<file path="config.mk">
export PLATFORM = sky130hd
export DESIGN_NAME = rx_sym_lock
export DESIGN_NICKNAME = d
export VERILOG_FILES = /design/src/rtl/rx_sym_lock.sv
export SDC_FILE = /design/constraint.sdc
export NUM_CORES = 1
export LEC_CHECK = 0
export CAP_MARGIN = 20
export CORE_MARGIN = 4
export CORE_UTILIZATION = 46
export DETAILED_ROUTE_END_ITERATION = 16
export HOLD_SLACK_MARGIN = 0.06
export PLACE_DENSITY = 0.8
export SLEW_MARGIN = 5
export SYNTH_ARGS = -nofsm -noshare
export SYNTH_HDL_FRONTEND = slang
export SYNTH_SLANG_ARGS = --single-unit
</file>
<file path="constraint.sdc">
create_clock -name clk -period 1.7 [get_ports clk]
set_input_delay 0.34 -clock clk [delete_from_list [all_inputs] [get_ports clk]]
set_output_delay 0.34 -clock clk [all_outputs]
set_load 0.005 [all_outputs]
</file>
<file path="src/rtl/rx_sym_lock.sv">
// Receive-side symbol lock: acquires on repeated COM symbols, supervises COM
// spacing while locked, and forwards non-COM/non-SKP bytes downstream.
module rx_sym_lock #(
    parameter int N_LOCK   = 4,
    parameter int N_UNLOCK = 3,
    parameter int MAX_GAP  = 16,
    parameter int GAP_W    = 8
) (
    input  logic       clk,
    input  logic       rst,
    input  logic       enb,
    input  logic [7:0] rx_DataS,
    input  logic       rx_Valid,
    output logic       sync,
    output logic [7:0] data_out,
    output logic       ctrl_out,
    output logic       data_valid,
    output logic [7:0] err_cnt,
    output logic [1:0] state
);

    typedef enum logic [1:0] {
        LOSS   = 2'd0,
        ACQ    = 2'd1,
        LOCKED = 2'd2,
        CHECK  = 2'd3
    } state_e;

    localparam int CW = $clog2(N_LOCK + 1);
    localparam int BW = $clog2(N_UNLOCK + 1);
    localparam logic [CW-1:0]    COM_LAST = CW'(N_LOCK - 1);
    localparam logic [BW-1:0]    BAD_LAST = BW'(N_UNLOCK - 1);
    localparam logic [GAP_W-1:0] GAP_LAST = GAP_W'(MAX_GAP - 1);

    function automatic logic [7:0] sat_inc8(input logic [7:0] v);
        return (v == 8'hFF) ? v : v + 8'd1;
    endfunction

    state_e             state_q, state_d;
    logic [CW-1:0]      com_cnt_q, com_cnt_d;
    logic [BW-1:0]      bad_cnt_q, bad_cnt_d;
    logic [GAP_W-1:0]   gap_cnt_q, gap_cnt_d;
    logic [7:0]         err_cnt_q, err_cnt_d;
    logic               sync_q, sync_d;
    logic [7:0]         data_q, data_d;
    logic               ctrl_q, ctrl_d;
    logic               dvld_q, dvld_d;

    logic is_com, is_skp, viol;

    assign is_com = rx_Valid && (rx_DataS == 8'hBC);
    assign is_skp = rx_Valid && (rx_DataS == 8'h1C);
    // A COM in the same cycle always clears the gap, so it can never violate.
    assign viol   = !is_com && (gap_cnt_q == GAP_LAST);

    always_ff @(posedge clk or negedge rst) begin
        if (!rst) begin
            state_q   <= LOSS;
            com_cnt_q <= '0;
            bad_cnt_q <= '0;
            gap_cnt_q <= '0;
            err_cnt_q <= '0;
            sync_q    <= 1'b0;
            data_q    <= '0;
            ctrl_q    <= 1'b0;
            dvld_q    <= 1'b0;
        end else begin
            state_q   <= state_d;
            com_cnt_q <= com_cnt_d;
            bad_cnt_q <= bad_cnt_d;
            gap_cnt_q <= gap_cnt_d;
            err_cnt_q <= err_cnt_d;
            sync_q    <= sync_d;
            data_q    <= data_d;
            ctrl_q    <= ctrl_d;
            dvld_q    <= dvld_d;
        end
    end

    always_comb begin
        state_d   = state_q;
        com_cnt_d = com_cnt_q;
        bad_cnt_d = bad_cnt_q;
        gap_cnt_d = gap_cnt_q;
        err_cnt_d = err_cnt_q;
        if (enb) begin
            if (is_com || viol) gap_cnt_d = '0;
            else                gap_cnt_d = gap_cnt_q + GAP_W'(1);
            case (state_q)
                LOSS: begin
                    if (is_com) begin
                        state_d   = ACQ;
                        com_cnt_d = CW'(1);
                    end
                end
                ACQ: begin
                    if (is_com) begin
                        if (com_cnt_q == COM_LAST) begin
                            state_d   = LOCKED;
                            com_cnt_d = '0;
                        end else begin
                            com_cnt_d = com_cnt_q + CW'(1);
                        end
                    end else if (viol) begin
                        state_d   = LOSS;
                        com_cnt_d = '0;
                    end
                end
                LOCKED: begin
                    if (viol) begin
                        state_d   = CHECK;
                        bad_cnt_d = BW'(1);
                        err_cnt_d = sat_inc8(err_cnt_q);
                    end
                end
                CHECK: begin
                    if (is_com) begin
                        state_d   = LOCKED;
                        bad_cnt_d = '0;
                    end else if (viol) begin
                        err_cnt_d = sat_inc8(err_cnt_q);
                        if (bad_cnt_q == BAD_LAST) begin
                            state_d   = LOSS;
                            bad_cnt_d = '0;
                        end else begin
                            bad_cnt_d = bad_cnt_q + BW'(1);
                        end
                    end
                end
                default: state_d = LOSS;
            endcase
        end
    end

    // Forwarding decision uses the state before this symbol's update.
    always_comb begin
        dvld_d = enb && (state_q == LOCKED || state_q == CHECK) && !is_com && !is_skp;
        data_d = dvld_d ? rx_DataS : data_q;
        ctrl_d = dvld_d ? rx_Valid : ctrl_q;
        sync_d = (state_d == LOCKED) || (state_d == CHECK);
    end

    assign sync       = sync_q;
    assign data_out   = data_q;
    assign ctrl_out   = ctrl_q;
    assign data_valid = dvld_q;
    assign err_cnt    = err_cnt_q;
    assign state      = state_q;

endmodule

</file>
; After elaboration in Yosys (flattened, before gate mapping)
; Index checks and enable logic that the tools add are counted.
[op_classes]
n_addsub = 4
eq_ne = 16
muxes = 25
reduce_logical = 17
[ops]
columns = cell, count
row1 = $mux W8, 4
row2 = $mux W2, 13
row3 = $add A8 B1 Y8 const B, 2
row4 = $eq A8 B8 Y1 const B, 2
row5 = $pmux W8 S2, 1
row6 = $mux W3, 4
row7 = $eq A2 B2 Y1 const B, 5
row8 = $eq A8 B4 Y1 const B, 1
row9 = $eq A8 B5 Y1 const B, 1
row10 = $pmux W2 S4, 1
row11 = $reduce_and A4 Y1, 2
row12 = $logic_and A1 B1 Y1, 6
row13 = $ne A2 B2 Y1 const B, 3
row14 = $ne A3 B3 Y1 const B, 2
row15 = $pmux W3 S2, 1
row16 = $pmux W2 S2, 1
row17 = $reduce_bool A2 Y1, 2
row18 = $add A3 B1 Y3 const B, 1
row19 = $eq A3 B2 Y1 const B, 1
row20 = $logic_or A1 B1 Y1, 3
row21 = $reduce_and A3 Y1, 1
row22 = $add A2 B1 Y2 const B, 1
row23 = $eq A2 B1 Y1 const B, 1
row24 = $logic_not A1 Y1, 2
row25 = $logic_not A2 Y1, 1
[word_totals]
regBits = 34
input_bits = 12
output_inout_bits = 21
elab_cells = 71

; Longest topological paths before layout
[depth]
word_depth = 10
ltp_mapped = 6

; Least setup slack after synthesis
; No wires, ideal clock.
[synth_path]
path_type = flip-flop to flip-flop
from = register err_cnt_q[0] (netlist: err_cnt[0])
to = register err_cnt_q[1] (netlist: err_cnt[1])
setup_ns = 0.125
arrival_ns = 1.663
required_ns = 1.575
path_slack_ns = -0.088
path_stages_with_launch = 7
synth_period_minus_slack_ns = 1.788
cell_sequence = dfrtp_1 -> ha_1 -> and3_1 -> and3_1 -> clkbuf_1 -> nor3_2 -> mux2_2
[synth_between]
elab_chain_cells = 5
word_cells_on_any_way = 6
classes_between = 1 x add/sub / 1 x eq/ne / 4 x mux
[synth_rtl]
columns = item, line
row1 = from (decl), 43  ; logic [7:0] err_cnt_q, err_cnt_d;
row2 = from (signal assigned), 72  ; err_cnt_q <= err_cnt_d;
row3 = $add A8 B1 Y8 or $eq A8 B8 Y1 (tied branches), 36  ; return (v == 8'hFF) ? v : v + 8'd1;
row4 = $mux W8 (*), 36
row5 = $mux W8 (*), "110, 120"
row6 = $mux W8, 117  ; if (is_com) begin
row7 = $pmux W8 S2 (*), 89  ; case (state_q)
; Every way passes the cells marked *; elsewhere a longest branch is shown, timed or not. The select of a mux whose other input is x is not followed.
; A chain may end at the register's enable or synchronous reset.

; Worst setup path in the final report
[layout_path]
from = input port rx_DataS[1]
to = register err_cnt_q[1] (netlist: err_cnt[1])
[layout_between]
elab_chain_cells = 7
word_cells_on_any_way = 9
classes_between = 2 x eq/ne / 3 x mux / 4 x reduce/logical
[layout_rtl]
columns = item, line
row1 = from (decl), 12  ; input logic [7:0] rx_DataS,
row2 = $eq A8 B8 Y1 (*), 51  ; assign is_com = rx_Valid && (rx_DataS == 8'hBC);
row3 = $logic_and A1 B1 Y1 (*), 51
row4 = $logic_not A1 Y1, 54  ; assign viol = !is_com && (gap_cnt_q == GAP_LAST);
row5 = $logic_and A1 B1 Y1, 54
row6 = $mux W8 (2 in series), --
row7 = $pmux W8 S2, --
; Marks and branches as above.

==> flow_summary_export.csv <==
group,metric,value,unit
detailed_routing,drtIter0Drc,62,
sta,rsz0062_at_grt,"yes",
power,power_leakage,1.14,nW
detailed_routing,antenna_left,0,
sta,finalSetupTns,-0.0360,ns
clock_network,clkSinkCount,34,
global_routing,antenna_found_initial,0,
yosys,synth_nets,172,
finish,final_area,2500,um2
floorplan,pin_count,33,
placed_design,gp_congestion,0.856,
detailed_routing,vias,1517,
finish,diodes,0,
placed_design,hpwlAfterDp,3030,um
sta,worstMarginPinSlew,0.436,ns
worst_setup_path,critPathArrivalTime,1.89,ns
worst_setup_path,cp-start-kind,"primary input",
placed_design,io_buffers,32,
global_routing,grtUsageTotal,18.4,%
yosys,netlist_top_cells_area,"dfrtp_1, mux2_2, xor2_1, a32o_1, and3_1",
worst_setup_path,crit_required,1.87,ns
status,status,"finished with violations",
sta,fin_crit_sh,102,%
yosys,synthArstFlopShare,100,%
yosys,syn_area,1760,um2
finish,mostFrequentLayoutCells,"dfrtp_1, clkdlybuf4s50_1, buf_4",
sta,relSlewSlack,71.0,%
clock_network,h-tree-depth,2,
detailed_routing,avgViaCountPerCell,5.72,
finish,finalNetCount,231,
min_path,hp-class,"in -> reg",
worst_setup_path,path_class,"in -> reg",
finish,area_growth_syn_to_layout,42.0,%
clock_network,cts-hold-fix-buffers,0,
yosys,synth_cells,157,
floorplan,die_area,4880,um2
finish,drive_gt1_share,31.8,%
yosys,yosysUniqueCellTypes,47,
detailed_routing,drc,0,
floorplan,die_h,69.9,um
sta,fin_crit,1.73,ns
job,max_cap_violations,0,
yosys,synth_seq_cells,34,
detailed_routing,avgRoutedWirePerCell,16.4,um
global_routing,grt_pass1_wl,7230,um
yosys,yosys.area.top_type_share,48.3,%
status,violations,"negative setup slack",
worst_setup_path,rrSetupSlack,0,ns
finish,final_common_cell,"dfrtp_1",
finish,multi_input_area,935,um2
worst_setup_path,critPathMaxFanout,16,
sta,finalSetupViolCount,3,
global_routing,grt_pass1_vias,1576,
sta,slew_viol_final,0,
yosys,ys.flop_type,"dfrtp_1",
floorplan,initial_utilization,47.8,%
finish,fillers,286,
clock_network,cts.clk_slew.worst_paths,0.06,ns
global_routing,grt_max_degree,35,
sta,hold_viol,0,
worst_setup_path,reg2reg_to,"state[0]",
global_routing,grt-ovfl-total,0,
yosys,synth_edf_count,0,
detailed_routing,drt_wl_total,4360,um
power,power_density,992,nW/um2
sta,max_clock_freq,579,MHz
yosys,syn_area_per_cell,11.2,um2
clock_network,cts_tree,"yes",
power,p_total,0.00248,W
yosys,seq_area_frac_synth,48.3,%
clock_network,clockBufferDepth,2,
yosys,yosysTopAreaCell,"dfrtp_1",
detailed_routing,drt_pre_antenna_iters,5,
floorplan,die_w,69.9,um
power,irDropWorstVdd,0.000589,V
clock_network,clk_latency,0.29,ns
worst_setup_path,crit_path_end,"err_cnt[1]",
worst_setup_path,worst_setup_path_end_kind,"flop",
clock_network,numCtsBuffers,5,
worst_setup_path,r2r_start,"gap_cnt_q[4]",
placed_design,placed_cell_area,2290,um2
clock_network,cts_root_buf,"clkbuf_8",
floorplan,rows,22,
worst_setup_path,r2r_cells,4,
floorplan,core,3690,um2
finish,register_area,853,um2
yosys,ys.warnings.count,0,
sta,setup_ws,-0.0271,ns
sta,skew,0.00386,ns
worst_setup_path,cp-startpoint,"rx_DataS[1]",
## kinds of logic after synthesis
logic type / synth area share (%)
AOI/OAI and AO/OA: 12.4
xor gates and xnor gates: 4.47
adders and majority gates: 2.13
buffers and inverters: 3.62
DFF: 48.3
muxes: 7.60
and+or+nand+nor: 21.5
## cell type report
type / instances / share of cell area (%)
well taps: 48 / 2.40
multi-input cells: 111 / 37.4
clock buffers: 7 / 3.45
clock inverters: 1 / 0.200
flip-flops and latches: 34 / 34.1
repair buffers: 61 / 22.0
inverters: 3 / 0.450
## synthesized netlist by cell type (3+ instances only)
| cell type | number |
|---|---|
| a21oi_1 | 4 |
| a31oi_1 | 3 |
| a32o_1 | 4 |
| and3_1 | 6 |
| clkbuf_1 | 3 |
| dfrtp_1 | 34 |
| ha_1 | 3 |
| inv_1 | 3 |
| mux2_2 | 11 |
| nand2_1 | 6 |
| nand3_1 | 7 |
| nand4_1 | 6 |
| nor2_1 | 4 |
| nor2b_1 | 4 |
| nor4_1 | 4 |
| o21ai_0 | 7 |
| o2bb2ai_1 | 3 |
| xor2_1 | 8 |
## worst min-delay path by stage
stage	start	to	slack, ns	cells after the start
CTS	rst	gap_cnt_q[7]	0.48	2
detailed placement	err_cnt[5]	err_cnt[5]	0.49	1
floorplan	rst	bad_cnt_q[0]	0.04	0
finish	rx_DataS[4]	data_out[4]	0.44	3
global route	rx_DataS[4]	data_out[4]	0.45	3
global placement	err_cnt[5]	err_cnt[5]	0.47	1
## worst max-delay path, cell delays in order
cell and delay, ns:
clkdlybuf4s50_1 0.47, and4bb_2 0.25, and4_4 0.27, nor3_4 0.24, mux2_4 0.33
## stage by stage
stage	instances	util, %	setup WS, ns	hold WS [ns]
floorplan	157	-	-0.0140	0.0444
global placement	252	62.2	-0.324	0.474
detailed placement	252	62.2	-0.380	0.489
CTS	262	65.7	-0.0105	0.475
global route	265	67.8	-0.0569	0.447
finish	265	67.8	-0.0271	0.439
## flip-flops by register name (all words and copies together) (netlist names)
register	cells
bad_cnt_q	2
com_cnt_q	3
ctrl_out	1
data_out	8
data_valid	1
err_cnt	8
gap_cnt_q	8
state	2
sync	1
## routing by layer
layer  vias to the layer above  track usage [%]  wire (um)
met5                         -                0          0
met4                         0             5.74         35
met3                         4             7.19        323
met2                        62             30.1       2210
met1                       744             22.1       1790
li1                        707                -          -
## repair_timing
item,CTS,global route
endpoints found under the setup margin,9,26
gates resized for setup,9,11
setup buffers,3,3
pin swaps,4,6
## report_power, final
group          total, W  switching [W]  leakage, nW  internal, W
combinational  0.000795       0.000351        0.636     0.000444
clock          0.000611       0.000285       0.0482     0.000326
sequential      0.00107       0.000127        0.454     0.000946
total           0.00248       0.000764         1.14      0.00172
Note: power is estimated with default switching activity, not from simulation.
